--- config.mk ---
export PLATFORM = sky130hd
export DESIGN_NAME = userkey_ctrl
export DESIGN_NICKNAME = d
export VERILOG_FILES = /design/src/rtl/userkey_pkg.sv /design/src/rtl/key_debounce.sv /design/src/rtl/userkey_ctrl.sv
export SDC_FILE = /design/constraint.sdc
export NUM_CORES = 1
export LEC_CHECK = 0
export CORE_MARGIN = 3
export CORE_UTILIZATION = 50
export DETAILED_ROUTE_END_ITERATION = 10
export PLACE_DENSITY = 0.82
export SYNTH_ARGS = -nofsm -noshare
export SYNTH_HDL_FRONTEND = slang
export SYNTH_SLANG_ARGS = --single-unit
--- constraint.sdc ---
create_clock -name clk -period 4.93 [get_ports clk]
set_input_delay 0.7395 -clock clk [delete_from_list [all_inputs] [get_ports clk]]
set_output_delay 0.7395 -clock clk [all_outputs]
set_load 0.01 [all_outputs]
--- src/rtl/userkey_pkg.sv ---
// Shared definitions for the user-key controller: register map and decode width.
package userkey_pkg;

    // Number of address bits decoded to select a register (addr[3:2])
    localparam int ADDR_DEC_W = 2;

    // Register offsets within the decoded word address
    localparam logic [ADDR_DEC_W-1:0] REG_STATE    = 2'd0;
    localparam logic [ADDR_DEC_W-1:0] REG_PEND     = 2'd1;
    localparam logic [ADDR_DEC_W-1:0] REG_PRESS_EN = 2'd2;
    localparam logic [ADDR_DEC_W-1:0] REG_REL_EN   = 2'd3;

endpackage

--- src/rtl/key_debounce.sv ---
// One key channel: 2-flop synchronizer, debounce counter, stable state and
// single-cycle registered press/release pulses on each stable-state change.
module key_debounce #(
    parameter int DB_CYCLES = 20000
) (
    input  logic clk,
    input  logic clr_n,
    input  logic key_raw,
    output logic key_stable,
    output logic key_press,
    output logic key_release
);

    localparam int CNT_W = $clog2(DB_CYCLES + 1);
    localparam logic [CNT_W-1:0] CNT_LAST = CNT_W'(DB_CYCLES - 1);
    localparam logic [CNT_W-1:0] CNT_ONE  = CNT_W'(1);
    localparam logic [CNT_W-1:0] CNT_ZERO = CNT_W'(0);

    logic [1:0]       sync_r;
    logic             pressed_s;
    logic             stable_r;
    logic [CNT_W-1:0] cnt_r;
    logic             press_r;
    logic             release_r;

    // Pin is active-low; the debouncer works on "pressed" polarity
    assign pressed_s = ~sync_r[1];

    // Synchronize the raw pin; reset to the released level so no false press appears
    always_ff @(posedge clk or negedge clr_n) begin
        if (!clr_n) begin
            sync_r <= 2'b11;
        end else begin
            sync_r <= {sync_r[0], key_raw};
        end
    end

    // Debounce: count consecutive cycles of disagreement, commit after the window
    always_ff @(posedge clk or negedge clr_n) begin
        if (!clr_n) begin
            stable_r  <= 1'b0;
            cnt_r     <= CNT_ZERO;
            press_r   <= 1'b0;
            release_r <= 1'b0;
        end else begin
            press_r   <= 1'b0;
            release_r <= 1'b0;
            if (pressed_s == stable_r) begin
                // Agreement (or a bounce back) discards any partial count
                cnt_r <= CNT_ZERO;
            end else if (cnt_r == CNT_LAST) begin
                stable_r  <= pressed_s;
                cnt_r     <= CNT_ZERO;
                press_r   <= pressed_s;
                release_r <= ~pressed_s;
            end else begin
                cnt_r <= cnt_r + CNT_ONE;
            end
        end
    end

    assign key_stable  = stable_r;
    assign key_press   = press_r;
    assign key_release = release_r;

endmodule

--- src/rtl/userkey_ctrl.sv ---
// User-key controller top: per-key debouncers, register file (STATE, PEND,
// PRESS_EN, REL_EN), edge-to-pending logic, read mux and interrupt.
module userkey_ctrl
    import userkey_pkg::*;
#(
    parameter int N_KEYS    = 8,
    parameter int DB_CYCLES = 20000
) (
    input  logic              clk,
    input  logic              clr_n,
    input  logic [N_KEYS-1:0] user_key,
    input  logic [3:0]        addr,
    input  logic              we,
    input  logic [31:0]       wdata,
    output logic [31:0]       userkey_rd,
    output logic              userkey_int
);

    logic [N_KEYS-1:0]     stable_s;
    logic [N_KEYS-1:0]     press_s;
    logic [N_KEYS-1:0]     release_s;
    logic [N_KEYS-1:0]     pend_r;
    logic [N_KEYS-1:0]     press_en_r;
    logic [N_KEYS-1:0]     rel_en_r;
    logic [N_KEYS-1:0]     pend_next_s;
    logic [N_KEYS-1:0]     w1c_mask_s;
    logic [N_KEYS-1:0]     rd_field_s;
    logic [ADDR_DEC_W-1:0] reg_sel_s;
    logic                  unused_s;

    assign reg_sel_s = addr[3:2];
    // Byte-lane bits and write-data bits above N_KEYS carry no meaning here
    assign unused_s  = ^{addr[1:0], wdata};

    genvar gi;
    generate
        for (gi = 0; gi < N_KEYS; gi++) begin : g_key
            key_debounce #(
                .DB_CYCLES (DB_CYCLES)
            ) u_debounce (
                .clk         (clk),
                .clr_n       (clr_n),
                .key_raw     (user_key[gi]),
                .key_stable  (stable_s[gi]),
                .key_press   (press_s[gi]),
                .key_release (release_s[gi])
            );
        end
    endgenerate

    // Pending next state: W1C mask applied first, enabled edges ORed after so a set wins
    always_comb begin
        w1c_mask_s = {N_KEYS{1'b0}};
        if (we && (reg_sel_s == REG_PEND)) begin
            w1c_mask_s = wdata[N_KEYS-1:0];
        end else begin
            w1c_mask_s = {N_KEYS{1'b0}};
        end
        pend_next_s = (pend_r & ~w1c_mask_s) | (press_s & press_en_r) | (release_s & rel_en_r);
    end

    // Register file: pending bits and the two edge-enable registers
    always_ff @(posedge clk or negedge clr_n) begin
        if (!clr_n) begin
            pend_r     <= {N_KEYS{1'b0}};
            press_en_r <= {N_KEYS{1'b0}};
            rel_en_r   <= {N_KEYS{1'b0}};
        end else begin
            pend_r <= pend_next_s;
            if (we && (reg_sel_s == REG_PRESS_EN)) begin
                press_en_r <= wdata[N_KEYS-1:0];
            end else begin
                press_en_r <= press_en_r;
            end
            if (we && (reg_sel_s == REG_REL_EN)) begin
                rel_en_r <= wdata[N_KEYS-1:0];
            end else begin
                rel_en_r <= rel_en_r;
            end
        end
    end

    // Read mux: selected register zero-extended to the 32-bit bus
    always_comb begin
        rd_field_s = {N_KEYS{1'b0}};
        case (reg_sel_s)
            REG_STATE:    rd_field_s = stable_s;
            REG_PEND:     rd_field_s = pend_r;
            REG_PRESS_EN: rd_field_s = press_en_r;
            REG_REL_EN:   rd_field_s = rel_en_r;
            default:      rd_field_s = {N_KEYS{1'b0}};
        endcase
        userkey_rd = 32'd0;
        userkey_rd[N_KEYS-1:0] = rd_field_s;
    end

    // Interrupt is a pure OR of flops, so it cannot glitch from decode logic
    assign userkey_int = |pend_r;

endmodule

==> impl_metrics.env, run 1 <==
export IMPL_stdcell_count=1035
export IMPL_combPwrFrac_pct=5.8
export IMPL_fin_crit_sh_pct=71.1
export IMPL_hp_class="reg -> reg"
export IMPL_core_um2=16200
export IMPL_pwr_share_clk_pct=43.0
export IMPL_slowest_stage="clkdlybuf4s50_1"
export IMPL_die_w_um=136
export IMPL_final_max_slew_viol_count=0
export IMPL_overflow=0
export IMPL_place_inst=1003
export IMPL_root_buffer="clkbuf_16"
export IMPL_routed_wirelength_mm=15.1
export IMPL_skew_ps=6.75
export IMPL_layout_common_cells="168 x dfrtp_1, 138 x nor2_1, 57 x xnor2_1"
export IMPL_finalSetupViolations=0
export IMPL_layout_setup_ws_ps=1430
export IMPL_worstPathRequired_ps=4190
export IMPL_crit_top_cell="clkdlybuf4s50_1"
export IMPL_final_design_area_no_fill_um2=9390
export IMPL_drt_initial_drc_count=325
export IMPL_critPathMaxFanout=11
export IMPL_worstHoldPathCells=0
export IMPL_p_leak_nw=3.96
export IMPL_final_nets=862
export IMPL_syn_to_final_growth_pct=11.6
export IMPL_synth_area_um2=8410
export IMPL_viasPerCell=5.38
export IMPL_dpl_instance_area_um2=8810
export IMPL_first_pass_iters=6
export IMPL_postRouteAntennaNets=0
export IMPL_dp_hpwl_mm=9.91
export IMPL_grt_max_degree=108
export IMPL_worstRegToRegCells=4
export IMPL_ys_ff_latch=184
export IMPL_ctsResizeCount=0
export IMPL_cts_setup_buffers=0
export IMPL_via_count=5564
export IMPL_n_antenna_cell=0
export IMPL_rsz0062_at_grt="false"
export IMPL_gp_congestion=0.814
export IMPL_cp_end_kind="primary output"
export IMPL_synth_edf_count=0
export IMPL_report_final_hold_viol_count=0
export IMPL_path_cells="clkdlybuf4s50_1 -> mux4_2 -> clkdlybuf4s50_1"
export IMPL_power_density_nw_per_um2=333
export IMPL_finalSetupTns_ps=0
export IMPL_grt_pass1_wl_mm=26.6
export IMPL_cap_violations=0
export IMPL_start_util_pct=52.0
export IMPL_clock_latency_ps=420
export IMPL_numCtsBuffers=17
export IMPL_power_switching_uw=713
export IMPL_ys_flop_type="dfrtp_1"
export IMPL_status="complete, no violations"
export IMPL_pre_cts_slack_ps=1420
export IMPL_final_common_cell="dfrtp_1"
export IMPL_die_y_um=136
export IMPL_synthesis_instances=774
export IMPL_p_int_mw=2.42
export IMPL_dieArea_um2=18400
export IMPL_grt_usage_pct=18.0
export IMPL_clkTransAtPathRegs_ps=70
export IMPL_synth_distinct_cells=38
export IMPL_switching_share_pct=22.8
export IMPL_cts_num_sinks=184
export IMPL_worst_slew_pin_slew_ps=948
export IMPL_cpPeakStageDelay_ps=890
export IMPL_max_vdd_ir_drop_mv=0.257
export IMPL_h_tree_depth=4
export IMPL_clock_path_buffers=2
export IMPL_drive_above_1_share_pct=10.1
export IMPL_grt_pass1_vias=5537
export IMPL_yosysSeqAreaShare_pct=55.0
export IMPL_antenna_found_initial=0
export IMPL_yosys_warnings=0
export IMPL_ys_async_sr_fraction_pct=100
export IMPL_port_buffers=29
export IMPL_crit_type="in -> out"
export IMPL_worstPathArrival_ps=2770
export IMPL_power_frac_seq_pct=51.2
export IMPL_hold_buffers=0
export IMPL_holdWs_ps=357
export IMPL_cp_start_kind="input port"
export IMPL_io_pins=80
export IMPL_slew_headroom_pct=36.8
export IMPL_fmaxAchievable_mhz=285
export IMPL_row_count=46
export IMPL_cts_tree="yes"
export IMPL_drcViolationCount=0
export IMPL_wl_per_cell_um=14.6
export IMPL_avgSynthCellArea_um2=10.9
export IMPL_timing_final_crit_period_ps=3500
layout make-up:
class	count	area, um^2
Fill cell	1314	6780
Sequential cell	184	4620
Multi-Input combinational cell	550	3520
Clock buffer	21	460
Timing Repair Buffer	30	312
Tap cell	216	270
Clock inverter	11	124
Inverter	23	86.3
sequential cells by signal, indices dropped and copies added (netlist names):
name,count
g_key.u_debounce.cnt_r,120
g_key.u_debounce.key_press,8
g_key.u_debounce.key_release,8
g_key.u_debounce.key_stable,8
g_key.u_debounce.sync_r,16
pend_r,8
press_en_r,8
rel_en_r,8
path summary, 6_finish.rpt:
| check | startpoint | endpoint | slack, ps |
|---|---|---|---|
| worst max register to register | g_key[5].u_debounce.cnt_r[7]$_DFF_PN0_ | g_key[5].u_debounce.cnt_r[10]$_DFF_PN0_ | 2950 |
| worst min-delay path | g_key[5].u_debounce.sync_r[0]$_DFF_PN1_ | g_key[5].u_debounce.sync_r[1]$_DFF_PN1_ | 360 |
| worst max-delay path | addr[2] | userkey_rd[5] | 1430 |
| worst min register to register | g_key[5].u_debounce.sync_r[0]$_DFF_PN1_ | g_key[5].u_debounce.sync_r[1]$_DFF_PN1_ | 360 |
| max in group asynchronous | clr_n | g_key[7].u_debounce.sync_r[0]$_DFF_PN1_ | 3530 |
| min in group asynchronous | clr_n | g_key[1].u_debounce.cnt_r[11]$_DFF_PN0_ | 440 |
synth_stat cells, drive strengths merged, types with 2 or more instances:
library cell	count	area share [%]
dfstp	16	5.0
a221o	8	0.95
xnor2	57	5.9
nor3	28	1.7
nand4	34	2.5
nor2	138	6.2
nand2b	8	0.80
inv	23	1.0
nor4b	2	0.21
nand2	45	2.0
and3	4	0.30
o21ai	9	0.54
or4	7	0.85
mux2	16	2.1
nor4	22	1.6
mux4	8	2.1
or3	5	0.37
a21boi	8	0.71
nand3	40	2.4
dfrtp	168	50
buf	30	2.8
xor2	54	5.6
or4bb	2	0.27
and4	12	1.2
clkbuf	10	0.45
and2	3	0.22
or4b	3	0.36
ha	9	1.3
through the flow:
step,util (%),power (mW)
after floorplan,-,1.74
after global placement,54.5,1.81
after detailed placement,54.5,1.82
after CTS,58.1,3.16
after global routing,58.1,3.27
final,58.1,3.13
cell families (layout without fill, tap and decap cells):
kind of cell	count (synthesis)	after routing	share of synthesized area (%)
AND/OR/NAND/NOR	356	356	21.3
flip-flops	184	184	55.0
XOR/XNOR	111	111	11.6
buffers and inverters	63	85	4.28
AO/OA/AOI/OAI	26	26	2.26
multiplexers	24	24	4.28
adder cells (fa/ha/maj)	9	9	1.34
other	1	24	0.0446
power groups by stage:
stage                     combinational (mW)  sequential (mW)  clock, mW
final                                  0.182             1.60       1.35
after global routing                   0.205             1.61       1.45
after CTS                              0.187             1.60       1.37
after detailed placement               0.185             1.63          0
after global placement                 0.181             1.63          0
after floorplan                        0.117             1.62          0
worst max-delay path, delay by kind of cell:
family / cells / cell delay [ps]
multiplexers: 1 / 630
buffers and inverters: 2 / 1390
metal layers:
| metal | up-vias | routed length (um) | GRT usage (%) |
|---|---|---|---|
| met5 | - | 0 | 0 |
| met2 | 93 | 7670 | 29.4 |
| met3 | 11 | 546 | 4.38 |
| met4 | 0 | 114 | 4.65 |
| met1 | 2788 | 6790 | 24.4 |
| li1 | 2672 | - | - |
No activity file was read; power rests on OpenSTA's default activity.
==> run 2: changes to the inputs <==
==> constraint.sdc (replaced) <==
create_clock -name clk -period 3.6 [get_ports clk]
set_input_delay 0.54 -clock clk [delete_from_list [all_inputs] [get_ports clk]]
set_output_delay 0.54 -clock clk [all_outputs]
set_load 0.01 [all_outputs]
==> run 2 against run 1 <==
- critical path type unchanged
- global-route usage shrank 0.75 points
- hold slack lost 250 ps
- routed wire length shrank 0.97%
- via count shrank 0.86%
- die area is the same
- combinational power grew 39%
- largest cell class unchanged
- final cell count grew 0.48%
==> impl_metrics.env, run 2 (synthesized netlist as in run 1, its figures left out) <==
export IMPL_status="complete, no violations"
export IMPL_critPathMaxFanout=9
export IMPL_postRouteAntennaNets=0
export IMPL_power_frac_seq_pct=53.3
export IMPL_drive_above_1_share_pct=10.6
export IMPL_power_switching_uw=977
export IMPL_rsz0062_at_grt="false"
export IMPL_core_um2=16200
export IMPL_place_inst=1008
export IMPL_worstPathArrival_ps=2430
export IMPL_multi_input_area_um2=3520
export IMPL_root_buffer="clkbuf_16"
export IMPL_clkTransAtPathRegs_ps=70
export IMPL_overflow=0
export IMPL_cpPeakStageDelay_ps=780
export IMPL_holdWs_ps=109
export IMPL_switching_share_pct=23.6
export IMPL_path_cells="clkdlybuf4s50_1 -> mux4_2 -> clkdlybuf4s50_1"
export IMPL_r2r_end="g_key[2].u_debounce.cnt_r[2]$_DFF_PN0_"
export IMPL_p_int_mw=3.15
export IMPL_antenna_found_initial=0
export IMPL_regArea_um2=4620
export IMPL_cts_setup_buffers=0
export IMPL_p_leak_nw=3.95
export IMPL_slowest_stage="clkdlybuf4s50_1"
export IMPL_drcViolationCount=0
export IMPL_stdcell_count=1040
export IMPL_report_final_hold_viol_count=0
export IMPL_clock_latency_ps=430
export IMPL_worst_slew_pin_slew_ps=646
export IMPL_hold_buffers=0
export IMPL_final_common_cell="dfrtp_1"
export IMPL_slew_headroom_pct=57.0
export IMPL_die_y_um=136
export IMPL_power_density_nw_per_um2=441
export IMPL_syn_to_final_growth_pct=11.2
export IMPL_finalSetupTns_ps=0
export IMPL_clock_path_buffers=2
export IMPL_start_util_pct=52.0
export IMPL_numCtsBuffers=17
export IMPL_post_route_util_pct=57.9
export IMPL_worstPathRequired_ps=3060
export IMPL_grt_pass1_wl_mm=25.5
export IMPL_pre_cts_slack_ps=636
export IMPL_ctsResizeCount=0
export IMPL_final_nets=867
export IMPL_routed_wirelength_mm=15.0
export IMPL_port_buffers=29
export IMPL_h_tree_depth=4
export IMPL_largest_reg_flops=120
export IMPL_crit_type="in -> out"
export IMPL_dp_hpwl_mm=10.0
export IMPL_cp_end_kind="primary output"
export IMPL_row_count=46
export IMPL_via_count=5516
export IMPL_power_total_mw=4.13
export IMPL_finalSetupViolations=0
export IMPL_final_max_slew_viol_count=0
export IMPL_rrSetupSlack_ps=1610
export IMPL_grt_pass1_vias=5347
export IMPL_gp_congestion=0.812
export IMPL_cp_start_kind="input port"
export IMPL_dieArea_um2=18400
export IMPL_grt_max_degree=74
export IMPL_rr_startpoint="g_key[2].u_debounce.cnt_r[7]$_DFF_PN0_"
export IMPL_regMostFlops="g_key.u_debounce.cnt_r"
export IMPL_wl_per_cell_um=14.4
export IMPL_max_vdd_ir_drop_mv=0.328
export IMPL_die_w_um=136
export IMPL_crit_top_cell="clkdlybuf4s50_1"
export IMPL_layout_common_cells="168 x dfrtp_1, 138 x nor2_1, 57 x xnor2_1"
export IMPL_io_pins=80
export IMPL_worstRegToRegCells=4
export IMPL_grt_usage_pct=17.3
export IMPL_fmaxAchievable_mhz=337
export IMPL_viasPerCell=5.30
export IMPL_combPwrFrac_pct=6.1
export IMPL_layout_setup_ws_ps=629
export IMPL_drt_initial_drc_count=371
export IMPL_cts_tree="yes"
export IMPL_pwr_share_clk_pct=40.6
export IMPL_n_antenna_cell=0
export IMPL_cap_violations=0
export IMPL_cts_num_sinks=184
export IMPL_hp_class="in -> async"
export IMPL_first_pass_iters=4
export IMPL_fin_crit_sh_pct=82.5
export IMPL_dpl_instance_area_um2=8830
export IMPL_timing_final_crit_period_ps=2970
export IMPL_fillers=1302
export IMPL_skew_ps=16.6
export IMPL_final_design_area_no_fill_um2=9360
export IMPL_largestRegisters="g_key.u_debounce.cnt_r x120, g_key.u_debounce.sync_r x16"
==> run 2: changes by cell type in the layout (fill, tap and decap cells not counted) <==
cell        change
buf_4           +6
clkbuf_8        -1
clkbuf_1        +1
clkinv_2        +1
clkinvlp_4      +1
bufinv_16       -2
buf_12          -1
==> run 2: how the worst max path moves through the flow <==
stage / slack (ps) / startpoint / end
4_1_cts: 620 / addr[3] / userkey_rd[6]
3_5_place_dp: 640 / addr[3] / userkey_rd[6]
5_1_grt: 580 / addr[3] / userkey_rd[6]
2_1_floorplan: 1510 / addr[2] / userkey_rd[0]
6_report: 630 / addr[3] / userkey_rd[6]
3_3_place_gp: 630 / addr[3] / userkey_rd[6]
==> run 2: power groups by stage <==
stage	sequential (mW)	clock [mW]	combinational [mW]
finish	2.20	1.68	0.253
global route	2.21	1.80	0.284
CTS	2.20	1.71	0.259
detailed placement	2.24	0	0.256
global placement	2.23	0	0.251
floorplan	2.22	0	0.160
==> run 2: cell type report <==
class                   instances  share of cell area [%]
inverters                      23                   0.922
repair buffers                 35                    3.60
well taps                     216                    2.89
clock buffers                  21                    4.81
multi-input cells             550                    37.6
clock inverters                11                   0.815
flip-flops and latches        184                    49.4
==> run 2: metal layers <==
| layer | vias to the layer above | track usage, % | share of wire [%] |
|---|---|---|---|
| met3 | 16 | 4.23 | 3.8 |
| met4 | 0 | 6.27 | 1.5 |
| met5 | - | 0 | 0 |
| met2 | 104 | 27.4 | 48 |
| met1 | 2698 | 23.3 | 47 |
| li1 | 2698 | - | - |
==> run 2: worst max-delay path: cells and delay by family <==
family                 cells  cell delay, ps
buffers and inverters      2            1280
multiplexers               1             600
==> run 3: changes to the inputs <==
==> constraint.sdc (replaced) <==
create_clock -name clk -period 2.9 [get_ports clk]
set_input_delay 0.435 -clock clk [delete_from_list [all_inputs] [get_ports clk]]
set_output_delay 0.435 -clock clk [all_outputs]
set_load 0.01 [all_outputs]
==> run 3 against run 2 <==
- sequential power up 24%
- hold slack worse by 80 ps
- clock power up 49%
- global-route usage rose by 0.36 points
- sequential share of layout area shrank 0.75 points
- combinational power up 26%
- count of clock-buffer cells in the layout decreased by 1
- critical path type unchanged
- critical endpoint is now userkey_rd[5]
==> impl_metrics.env, run 3 (synthesized netlist as in run 1, its figures left out) <==
export IMPL_final_design_area_no_fill_um2=9500
export IMPL_wl_per_cell_um=14.7
export IMPL_largestRegisters="g_key.u_debounce.cnt_r x120, g_key.u_debounce.sync_r x16"
export IMPL_hold_buffers=0
export IMPL_drive_above_1_share_pct=10.7
export IMPL_layout_common_cells="168 x dfrtp_1, 138 x nor2_1, 57 x xnor2_1"
export IMPL_port_buffers=29
export IMPL_ctsResizeCount=0
export IMPL_status="complete, no violations"
export IMPL_dp_hpwl_mm=10.2
export IMPL_worstPathArrival_ps=2210
export IMPL_power_density_nw_per_um2=584
export IMPL_layout_setup_ws_ps=253
export IMPL_cap_violations=0
export IMPL_die_y_um=136
export IMPL_root_buffer="clkbuf_16"
export IMPL_final_max_slew_viol_count=0
export IMPL_routed_wirelength_mm=15.3
export IMPL_postRouteAntennaNets=0
export IMPL_h_tree_depth=4
export IMPL_switching_share_pct=21.6
export IMPL_regArea_um2=4620
export IMPL_power_frac_seq_pct=49.2
export IMPL_timing_final_crit_period_ps=2650
export IMPL_die_w_um=136
export IMPL_regMostFlops="g_key.u_debounce.cnt_r"
export IMPL_post_route_util_pct=58.8
export IMPL_final_common_cell="dfrtp_1"
export IMPL_io_pins=80
export IMPL_pre_cts_slack_ps=233
export IMPL_cp_end_kind="primary output"
export IMPL_critPathMaxFanout=7
export IMPL_grt_pass1_wl_mm=26.0
export IMPL_pwr_share_clk_pct=45.1
export IMPL_grt_usage_pct=17.6
export IMPL_hp_class="in -> async"
export IMPL_holdWs_ps=29.1
export IMPL_gp_congestion=0.822
export IMPL_cts_num_sinks=184
export IMPL_numCtsBuffers=17
export IMPL_multi_input_area_um2=3520
export IMPL_power_switching_mw=1.20
export IMPL_worstPathRequired_ps=2470
export IMPL_clkTransAtPathRegs_ps=60
export IMPL_n_antenna_cell=0
export IMPL_p_leak_nw=4.02
export IMPL_combPwrFrac_pct=5.7
export IMPL_cp_start_kind="input port"
export IMPL_via_count=5609
export IMPL_fillers=1282
export IMPL_crit_type="in -> out"
export IMPL_dieArea_um2=18400
export IMPL_max_vdd_ir_drop_mv=0.536
export IMPL_row_count=46
export IMPL_grt_pass1_vias=5409
export IMPL_rrSetupSlack_ps=900
export IMPL_start_util_pct=52.0
export IMPL_clock_path_buffers=2
export IMPL_first_pass_iters=5
export IMPL_power_total_mw=5.55
export IMPL_place_inst=1008
export IMPL_drcViolationCount=0
export IMPL_worstRegToRegCells=4
export IMPL_report_final_hold_viol_count=0
export IMPL_r2r_end="g_key[2].u_debounce.cnt_r[13]$_DFF_PN0_"
export IMPL_syn_to_final_growth_pct=13.0
export IMPL_fmaxAchievable_mhz=378
export IMPL_clock_latency_ps=420
export IMPL_core_um2=16200
export IMPL_cts_tree="yes"
export IMPL_worst_slew_pin_slew_ps=701
export IMPL_antenna_found_initial=0
export IMPL_skew_ps=5.86
export IMPL_rsz0062_at_grt="false"
export IMPL_finalSetupViolations=0
export IMPL_cts_setup_buffers=0
export IMPL_largest_reg_flops=120
export IMPL_rr_startpoint="g_key[2].u_debounce.cnt_r[7]$_DFF_PN0_"
export IMPL_overflow=0
export IMPL_grt_max_degree=77
export IMPL_drt_initial_drc_count=423
export IMPL_viasPerCell=5.39
export IMPL_p_int_mw=4.35
export IMPL_slew_headroom_pct=53.3
export IMPL_dpl_instance_area_um2=8860
export IMPL_fin_crit_sh_pct=91.3
export IMPL_final_nets=867
export IMPL_stdcell_count=1040
export IMPL_finalSetupTns_ps=0
run 3: changes by cell type in the layout (fill, tap and decap cells not counted):
cell       delta
bufinv_16     +5
inv_6         -1
clkbuf_1      -1
buf_4         -2
buf_12        +2
clkinv_4      -1
clkinv_2      -2
run 3: how the worst max path moves through the flow:
stage | from | end | slack [ps] | cells past startpoint
after floorplan | g_key[6].u_debounce.cnt_r[7]$_DFF_PN0_ | g_key[6].u_debounce.cnt_r[7]$_DFF_PN0_ | 980 | 6
after global placement | addr[3] | userkey_rd[6] | 240 | 3
after detailed placement | addr[3] | userkey_rd[6] | 230 | 3
after CTS | addr[3] | userkey_rd[6] | 240 | 3
after global routing | addr[3] | userkey_rd[5] | 220 | 4
final | addr[3] | userkey_rd[5] | 250 | 4
run 3: critical path, stage by stage:
cell and delay [ps]:
clkdlybuf4s50_1 670, buf_4 230, mux4_2 360, clkdlybuf4s50_1 510
run 3: final cells by class:
| cell class | count | area share, % |
|---|---|---|
| clock inverters | 12 | 2.09 |
| inverters | 23 | 0.908 |
| multi-input cells | 550 | 37.0 |
| repair buffers | 35 | 3.80 |
| clock buffers | 20 | 4.70 |
| well taps | 216 | 2.84 |
| flip-flops and latches | 184 | 48.7 |
run 3: per-layer routing:
layer,routed length (um),track usage (%),vias to the layer above
met4,227,5.10,0
met2,7410,27.7,102
li1,-,-,2689
met5,0,0,-
met1,7110,24.6,2799
met3,523,4.27,19
run 3: power by group through the flow:
stage / Combinational, mW / Clock (mW) / Sequential, mW
floorplan: 0.198 / 0 / 2.75
global placement: 0.317 / 0 / 2.77
detailed placement: 0.323 / 0 / 2.77
CTS: 0.327 / 2.55 / 2.73
global route: 0.357 / 2.66 / 2.74
finish: 0.319 / 2.50 / 2.73
